### config.mk
export PLATFORM = sky130hd
export DESIGN_NAME = fetch_unit
export DESIGN_NICKNAME = d
export VERILOG_FILES = /design/src/rtl/fetch_pkg.sv /design/src/rtl/fetch_queue.sv /design/src/rtl/fetch_unit.sv
export SDC_FILE = /design/constraint.sdc
export NUM_CORES = 1
export LEC_CHECK = 0
export BUFFER_PORTS_ARGS = -buffer_cell sky130_fd_sc_hd__buf_2
export CAP_MARGIN = 20
export CORE_MARGIN = 4
export CORE_UTILIZATION = 55
export CTS_BUF_LIST = sky130_fd_sc_hd__clkbuf_4 sky130_fd_sc_hd__clkbuf_8 sky130_fd_sc_hd__clkbuf_16
export CTS_CLUSTER_SIZE = 16
export DETAILED_ROUTE_END_ITERATION = 8
export PLACE_DENSITY = 0.79
export SLEW_MARGIN = 20
export SYNTH_ARGS = -nofsm -noshare
export SYNTH_HDL_FRONTEND = slang
export SYNTH_SLANG_ARGS = --single-unit
### constraint.sdc
create_clock -name clk -period 12.5 [get_ports clk]
set_input_delay 1.25 -clock clk [delete_from_list [all_inputs] [get_ports clk]]
set_output_delay 1.25 -clock clk [all_outputs]
set_load 0.02 [all_outputs]
### src/rtl/fetch_pkg.sv
// Shared types and redirect-target arithmetic for the instruction-fetch front end.
package fetch_pkg;

    typedef enum logic [1:0] {
        RUN   = 2'd0,
        WAIT  = 2'd1,
        DRAIN = 2'd2
    } fetch_state_e;

    localparam logic REDIR_BRANCH = 1'b0;
    localparam logic REDIR_JUMP   = 1'b1;
    localparam int   INST_BYTES   = 4;
    localparam int   TGT_W        = 64;

    // Evaluated at 64 bits; the caller keeps the low XLEN bits, which gives mod 2^XLEN wrap.
    function automatic logic [TGT_W-1:0] redirect_target(
        input logic             mode,
        input logic [TGT_W-1:0] pc,
        input logic [25:0]      imm
    );
        logic [TGT_W-1:0] seq_pc;
        logic [TGT_W-1:0] boff;
        seq_pc = pc + TGT_W'(INST_BYTES);
        boff   = {{(TGT_W-18){imm[15]}}, imm[15:0], 2'b00};
        if (mode == REDIR_JUMP) begin
            redirect_target = {seq_pc[TGT_W-1:28], imm, 2'b00};
        end else begin
            redirect_target = seq_pc + boff;
        end
    endfunction

endpackage

### src/rtl/fetch_queue.sv
// Small synchronous FIFO of fetched {pc, instruction} pairs; flush empties it in one cycle.
module fetch_queue #(
    parameter  int XLEN   = 32,
    parameter  int QDEPTH = 2,
    localparam int CNT_W  = $clog2(QDEPTH) + 1
) (
    input  logic             clk,
    input  logic             reset,
    input  logic             push,
    input  logic             pop,
    input  logic             flush,
    input  logic [XLEN-1:0]  push_pc,
    input  logic [31:0]      push_inst,
    output logic [XLEN-1:0]  head_pc,
    output logic [31:0]      head_inst,
    output logic             full,
    output logic             empty,
    output logic [CNT_W-1:0] count
);

    localparam int PTR_W = $clog2(QDEPTH);

    logic [XLEN-1:0]  pc_q   [QDEPTH];
    logic [31:0]      inst_q [QDEPTH];
    logic [PTR_W-1:0] wr_ptr_q, wr_ptr_d;
    logic [PTR_W-1:0] rd_ptr_q, rd_ptr_d;
    logic [CNT_W-1:0] count_q, count_d;
    logic             do_push, do_pop;

    assign full      = (count_q == CNT_W'(QDEPTH));
    assign empty     = (count_q == '0);
    assign count     = count_q;
    assign head_pc   = empty ? '0 : pc_q[rd_ptr_q];
    assign head_inst = empty ? '0 : inst_q[rd_ptr_q];

    always_comb begin
        do_pop   = pop && !empty && !flush;
        do_push  = push && (!full || do_pop) && !flush;
        wr_ptr_d = wr_ptr_q;
        rd_ptr_d = rd_ptr_q;
        count_d  = count_q;
        if (flush) begin
            wr_ptr_d = '0;
            rd_ptr_d = '0;
            count_d  = '0;
        end else begin
            if (do_push) wr_ptr_d = wr_ptr_q + 1'b1;
            if (do_pop)  rd_ptr_d = rd_ptr_q + 1'b1;
            case ({do_push, do_pop})
                2'b10:   count_d = count_q + 1'b1;
                2'b01:   count_d = count_q - 1'b1;
                default: count_d = count_q;
            endcase
        end
    end

    always_ff @(posedge clk) begin
        if (reset) begin
            wr_ptr_q <= '0;
            rd_ptr_q <= '0;
            count_q  <= '0;
            for (int i = 0; i < QDEPTH; i++) begin
                pc_q[i]   <= '0;
                inst_q[i] <= '0;
            end
        end else begin
            wr_ptr_q <= wr_ptr_d;
            rd_ptr_q <= rd_ptr_d;
            count_q  <= count_d;
            if (do_push) begin
                pc_q[wr_ptr_q]   <= push_pc;
                inst_q[wr_ptr_q] <= push_inst;
            end
        end
    end

endmodule

### src/rtl/fetch_unit.sv
// Instruction-fetch front end: PC, single-outstanding imem handshake, redirect/flush, decode queue.
// Define FETCH_PERF_EN to add the stall_cnt / flush_cnt performance counters.
module fetch_unit
    import fetch_pkg::*;
#(
    parameter int              XLEN         = 32,
    parameter logic [XLEN-1:0] RESET_VECTOR = '0,
    parameter int              QDEPTH       = 2
) (
    input  logic            clk,
    input  logic            reset,
    output logic            imem_req_valid,
    output logic [XLEN-1:0] imem_req_addr,
    input  logic            imem_req_ready,
    input  logic            imem_resp_valid,
    input  logic [31:0]     imem_resp_data,
    input  logic            redirect_valid,
    input  logic            redirect_mode,
    input  logic [XLEN-1:0] redirect_pc,
    input  logic [25:0]     redirect_imm,
    output logic            inst_valid,
    output logic [31:0]     inst_data,
    output logic [XLEN-1:0] inst_pc,
    input  logic            inst_ready
`ifdef FETCH_PERF_EN
    ,
    output logic [31:0]     stall_cnt,
    output logic [31:0]     flush_cnt
`endif
);

    localparam int CNT_W = $clog2(QDEPTH) + 1;

    fetch_state_e     state_q, state_d;
    logic [XLEN-1:0]  fetch_pc_q, fetch_pc_d;
    logic [XLEN-1:0]  resp_pc_q, resp_pc_d;
    logic [TGT_W-1:0] pc_ext, tgt;
    logic             unused_tgt;
    logic             req_fire, q_push, q_pop, q_full, q_empty;
    logic [CNT_W-1:0] q_count;

    always_comb begin
        pc_ext             = '0;
        pc_ext[XLEN-1:0]   = redirect_pc;
        tgt                = redirect_target(redirect_mode, pc_ext, redirect_imm);
    end
    assign unused_tgt = ^tgt;

    // Valid/ready: a request is offered while RUN with queue room and no redirect; once offered
    // it holds valid and address until accepted, withdrawn only by redirect or reset.
    assign imem_req_valid = !reset && (state_q == RUN) && (q_count < CNT_W'(QDEPTH)) && !redirect_valid;
    assign imem_req_addr  = fetch_pc_q;
    assign req_fire       = imem_req_valid && imem_req_ready;
    assign q_push         = (state_q == WAIT) && imem_resp_valid && !redirect_valid;
    assign inst_valid     = !q_empty;
    assign q_pop          = inst_valid && inst_ready;

    always_comb begin
        state_d    = state_q;
        fetch_pc_d = fetch_pc_q;
        resp_pc_d  = resp_pc_q;
        case (state_q)
            RUN: begin
                if (req_fire) begin
                    state_d    = WAIT;
                    fetch_pc_d = fetch_pc_q + XLEN'(INST_BYTES);
                    resp_pc_d  = fetch_pc_q;
                end
            end
            // A response in the redirect cycle retires the outstanding request, so no DRAIN needed.
            WAIT: begin
                if (imem_resp_valid)     state_d = RUN;
                else if (redirect_valid) state_d = DRAIN;
            end
            DRAIN: begin
                if (imem_resp_valid) state_d = RUN;
            end
            default: state_d = RUN;
        endcase
        if (redirect_valid) fetch_pc_d = tgt[XLEN-1:0];
    end

    always_ff @(posedge clk) begin
        if (reset) begin
            state_q    <= RUN;
            fetch_pc_q <= RESET_VECTOR;
            resp_pc_q  <= '0;
        end else begin
            state_q    <= state_d;
            fetch_pc_q <= fetch_pc_d;
            resp_pc_q  <= resp_pc_d;
        end
    end

    fetch_queue #(
        .XLEN   (XLEN),
        .QDEPTH (QDEPTH)
    ) u_queue (
        .clk       (clk),
        .reset     (reset),
        .push      (q_push),
        .pop       (q_pop),
        .flush     (redirect_valid),
        .push_pc   (resp_pc_q),
        .push_inst (imem_resp_data),
        .head_pc   (inst_pc),
        .head_inst (inst_data),
        .full      (q_full),
        .empty     (q_empty),
        .count     (q_count)
    );

    // Requests are gated on queue room, so a push into a full queue must coincide with a pop.
    assert property (@(posedge clk) disable iff (reset) q_push |-> (!q_full || q_pop));

`ifdef FETCH_PERF_EN
    logic [31:0] stall_cnt_q, stall_cnt_d;
    logic [31:0] flush_cnt_q, flush_cnt_d;

    always_comb begin
        stall_cnt_d = stall_cnt_q;
        flush_cnt_d = flush_cnt_q;
        if (!inst_valid && (stall_cnt_q != '1))    stall_cnt_d = stall_cnt_q + 32'd1;
        if (redirect_valid && (flush_cnt_q != '1)) flush_cnt_d = flush_cnt_q + 32'd1;
    end

    always_ff @(posedge clk) begin
        if (reset) begin
            stall_cnt_q <= '0;
            flush_cnt_q <= '0;
        end else begin
            stall_cnt_q <= stall_cnt_d;
            flush_cnt_q <= flush_cnt_d;
        end
    end

    assign stall_cnt = stall_cnt_q;
    assign flush_cnt = flush_cnt_q;
`endif

endmodule

After elaboration in Yosys (flattened, before gate mapping)
Memory sizes are Yosys's and may differ from the RTL's. A register that Yosys moved wholly into a read port is not among the register bits. Index checks and enable logic that the tools add are counted.

Input bits: 97. Register bits: 70. Memories kept: 2. Word-level logic and storage cells: 78. Memory bits (writable): 128.

$add $sub $neg: 7. Magnitude comparators: 1. Eq/ne operators: 8. Mux-type cells: 27. Reductions and logical operators: 27.

Memories: u_queue.inst_q (depth 2, bits a word 32, read ports 1, clocked after Yosys merged registers in 1, write ports 2, line fetch_queue.sv:24) `logic [31:0] inst_q [QDEPTH];`; u_queue.pc_q (depth 2, bits a word 32, read ports 1, clocked after Yosys merged registers in 1, write ports 2, line fetch_queue.sv:23) `logic [XLEN-1:0] pc_q [QDEPTH];`.

Operator list (number): 2-to-1 mux 32 bit (8); adder 32 x 3 -> 32 bit (second input constant) (2); OR reduction 32 bit (2); adder 32 x 18 -> 32 bit (1); 2-to-1 mux 1 bit (13); logical AND 1 bit (11); 2-to-1 mux 2 bit (4); equality test 2 bit (second input constant) (3); one-hot mux 2 bit (3 select lines) (1); nonzero test 2 bit (3); equality test 2 x 1 -> 1 bit (second input constant) (2); logical NOT 1 bit (4); logical NOT 2 bit (2); != test 2 bit (second input constant) (2); one-hot mux 2 bit (2 select lines) (1); AND reduction 2 bit (2); != test 3 bit (second input constant) (1); AND reduction 3 bit (1); adder 1 bit (second input constant) (2); adder 2 x 1 -> 2 bit (second input constant) (1); < comparator 2 bit (second input constant) (1); OR reduction 2 bit (1); subtractor 2 x 1 -> 2 bit (second input constant) (1); logical OR 1 bit (1).

Logic depth before layout (Yosys ltp)
Depth in word-level cells: 13. Mapped depth: 16.

Cells and area by module
Synthesis repeated with hierarchy kept, for this count alone.

Cells, all modules: 1232. Area, all modules: 11421.0 um^2.

Modules (own cells, without submodules): fetch_queue (seq. area each 3943.8 um^2, times used 1, cells each 513, area an instance 6089.6 um^2); fetch_unit (seq. area each 1321.3 um^2, times used 1, cells each 719, area an instance 5331.4 um^2).

Least setup slack after synthesis
Ideal clock, no wire load.

Path type: input-to-reg. Start: in redirect_valid. End: mem u_queue.inst_q[0][0], enable pin. Path slack: 7.259 ns. Arrival: 4.742 ns. Cell stages on the path: 4. Buffers on the path: 1. Library setup time: 0.499 ns. Cells stage by stage: clkbuf_1 nor2_1 nand4_1 o21bai_1.

RTL lines: from (decl) (line fetch_unit.sv:17) `input logic redirect_valid,`; to (decl) (line fetch_queue.sv:24).

Worst setup path in the final report
Start: in redirect_pc[9]. End: reg fetch_pc_q[27], in the netlist imem_req_addr[27].

Word-level cells in the longest chain between the ends: 4.

Ends and longest elaborated chain: from (decl) (line fetch_unit.sv:19) `input logic [XLEN-1:0] redirect_pc,`; adder 32 x 3 -> 32 bit (line fetch_pkg.sv:23) `seq_pc = pc + TGT_W'(INST_BYTES);`; adder 32 x 18 -> 32 bit (line fetch_pkg.sv:28) `redirect_target = seq_pc + boff;`; 2-to-1 mux 32 bit (line fetch_pkg.sv:25) `if (mode == REDIR_JUMP) begin`; 2-to-1 mux 32 bit (line fetch_unit.sv:80) `if (redirect_valid) fetch_pc_d = tgt[XLEN-1:0];`; to (signal assigned) (line fetch_unit.sv:90) `fetch_pc_q <= fetch_pc_d;`; to (decl) (line fetch_unit.sv:35) `logic [XLEN-1:0] fetch_pc_q, fetch_pc_d;`.

Every way passes these cells. A chain may end at the register's enable or synchronous reset.

==> results.json <==
{
  "seq_area_frac_synth_pct": 47.18,
  "maxCapViolCount": 0,
  "yosysMostFrequentCell": "nand2_1",
  "synth_edf_count": 128,
  "drt_iter0_drc": 474,
  "vias_per_cell": 5.594,
  "slew_headroom_pct": 35.19,
  "multiInputGateArea_mm2": 0.005643,
  "worstSetupStartpointType": "input port",
  "hold_viol": 0,
  "rsz0062_at_grt": "no",
  "root_buffer": "clkbuf_16",
  "drc": 0,
  "outcome": "finished clean",
  "dpl.cell_count": 1555,
  "seqPwrFrac_pct": 50.5,
  "first_pass_iters": 5,
  "die_area_mm2": 0.02263,
  "grt_start_max_net_pins": 73,
  "clkTransAtPathRegs_ps": 70,
  "layoutNonFillerInstCount": 1587,
  "fin_nets": 1444,
  "grt.total_usage_pct": 23.77,
  "core_mm2": 0.01972,
  "post_drt_wl_per_cell_um": 16.94,
  "end_kind": "flop",
  "postCtsSetupRepairBufs": 0,
  "setup_viol": 0,
  "gp_congestion": 0.9758,
  "min_period_ps": 4137,
  "ios": 195,
  "p_total_mw": 1.473,
  "period_share_pct": 33.09,
  "clock_sinks": 199,
  "clock_latency_ps": 430,
  "seqCellArea_mm2": 0.005269,
  "rows": 51,
  "async_flop_share_pct": 0,
  "worst_clock_skew_ps": 4.480,
  "swShare_pct": 26.50,
  "chipWidth_um": 150.4,
  "cts_resized": 0,
  "syn_inst": 1144,
  "ys.flop_type": "edfxtp_1",
  "yosysTopAreaCellShare_pct": 34.44,
  "worst_slack_ps": 8363,
  "tns_ps": 0,
  "area_growth_pct": 15.74,
  "num_vias": 8877,
  "power.density_mw_per_mm2": 114.0,
  "detailed_place_hpwl_um": 19220,
  "cp.arrival_ps": 4470,
  "cts_hold_buf": 0,
  "htreeDepth": 4,
  "maxSlewViolCount": 0,
  "cts.path.max_buffers": 2,
  "grt_pass1_wl_um": 42430,
  "synth.largest_area_cell": "edfxtp_1",
  "layout-drive-gt1-share_pct": 20.05,
  "cts_buffers": 17,
  "antenna_found_initial": 1,
  "gr-total-overflow": 0,
  "grt_pass1_vias": 8365,
  "combPwrFrac_pct": 13.9,
  "worstMarginPinSlew_ps": 972.2,
  "fillCellCount": 1623,
  "start_util_pct": 56.60,
  "fmax_mhz": 241.7,
  "place_area_mm2": 0.01235,
  "ys_top_cells_by_count": "135 x nand2_1, 132 x and2_1, 128 x edfxtp_1",
  "diodes": 0,
  "min_path_type": "reg2reg",
  "pwr-share-clk_pct": 35.5,
  "required_ps": 12830,
  "routed_wl_um": 26880,
  "place_ws_ps": 7968,
  "vdd_drop_max_mv": 0.06889,
  "internal_power_mw": 1.082,
  "synth-seq-cells": 199,
  "ant_nets": 0,
  "synth.area.top_cells": "edfxtp_1 34%, dfxtp_1 13%, and2_1 7.4%, mux2i_1 6.3%, nand2_1 4.5%",
  "p_switching_uw": 390.3,
  "syn_area_mm2": 0.01116,
  "path_class": "in2reg",
  "p_leak_nw": 5.145,
  "portBuffers": 194,
  "crit_fanout": 7,
  "avgSynthCellArea_um2": 9.755,
  "yosysWarnings": 0,
  "fp.dieH_um": 150.4,
  "cts_tree": "built",
  "post-route-cell-area_mm2": 0.01292,
  "synth_cell_type_count": 70,
  "synth_nets": 1279
}
worst max-delay path, cell delays in order:
cell       delay, ps
buf_2            120
and2_1           150
nand4_1          210
nor2_1           170
and3_1           260
nand4_1          130
xnor2_1          140
ha_1             380
nand2_1           90
o21ai_0          300
o21ai_1          150
a31oi_2          250
a21oi_1          150
o31ai_1          260
xnor2_1          120
a2111oi_2        340
power groups by stage:
| stage | combinational [mW] | sequential (mW) | clock [mW] |
|---|---|---|---|
| 6_report | 0.205 | 0.744 | 0.523 |
| 5_1_grt | 0.227 | 0.747 | 0.563 |
| 4_1_cts | 0.204 | 0.744 | 0.532 |
| 3_5_place_dp | 0.203 | 0.758 | 0 |
| 3_3_place_gp | 0.200 | 0.757 | 0 |
| 2_1_floorplan | 0.128 | 0.764 | 0 |
layout by cell type (no fill, tap or decap), types with 17 or more instances in the layout:
cell type | Yosys | final
nand4_1 | 26 | 26
and2_1 | 132 | 132
nor2_1 | 122 | 120
xnor2_1 | 52 | 52
buf_2 | 3 | 194
a21oi_1 | 73 | 73
xor2_1 | 25 | 25
nand2_1 | 135 | 135
dfxtp_1 | 71 | 70
mux2i_1 | 70 | 70
nand3_1 | 26 | 26
ha_1 | 37 | 37
clkbuf_16 | 0 | 17
edfxtp_1 | 128 | 128
through the flow:
| step | utilization, % | hold WS [ps] |
|---|---|---|
| 2_1_floorplan | - | 440.1 |
| 3_3_place_gp | 62.61 | 445.2 |
| 3_5_place_dp | 62.61 | 457.2 |
| 4_1_cts | 65.51 | 468.4 |
| 5_1_grt | 65.51 | 483.1 |
| 6_report | 65.51 | 464.9 |
logic make-up (layout without fill, tap and decap cells):
family,count (synthesis),in the layout,share of synthesized area [%]
buf+inv,73,251,2.556
flops,199,199,47.18
mux,73,73,6.581
xor+xnor,77,77,6.043
fa+ha+maj,38,38,4.328
simple gates,512,512,23.20
compound gates,172,172,10.11
state kept, by name, indices dropped and copies added (netlist names), named ones only:
| name | flops |
|---|---|
| u_queue.wr_ptr_q | 1 |
| imem_req_addr | 32 |
| u_queue.inst_q | 64 |
| resp_pc_q | 32 |
| state_q | 2 |
| u_queue.count | 2 |
| u_queue.pc_q | 64 |
| u_queue.rd_ptr_q | 1 |
layout make-up:
cell class	instances	share of cell area (%)
Clock inverter	15	1.124
Multi-Input combinational cell	872	43.69
Sequential cell	199	40.79
Inverter	15	0.4359
Clock buffer	17	3.294
Tap cell	265	2.567
Timing Repair Buffer	204	8.098
path summary, 6_finish.rpt:
check	cells past startpoint	slack, ps	to	start
max reg2reg	7	9370	imem_req_addr[19]$_SDFFE_PP0P_	u_queue.count[1]$_SDFFE_PP0P_
min	2	460	resp_pc_q[28]$_SDFFE_PP0P_	resp_pc_q[28]$_SDFFE_PP0P_
max	16	8360	imem_req_addr[27]$_SDFFE_PP0P_	redirect_pc[9]
min reg2reg	2	460	resp_pc_q[28]$_SDFFE_PP0P_	resp_pc_q[28]$_SDFFE_PP0P_
routing by layer:
metal  vias to the layer above  wire length [µm]  global-route usage [%]
met5                         -                20                       0
met4                         2               690                   8.326
met3                        48              2148                   5.569
met2                       343             12780                   39.34
met1                      4114             11240                   30.68
li1                       4370                 -                       -
Note: power is estimated with default switching activity, not from simulation.
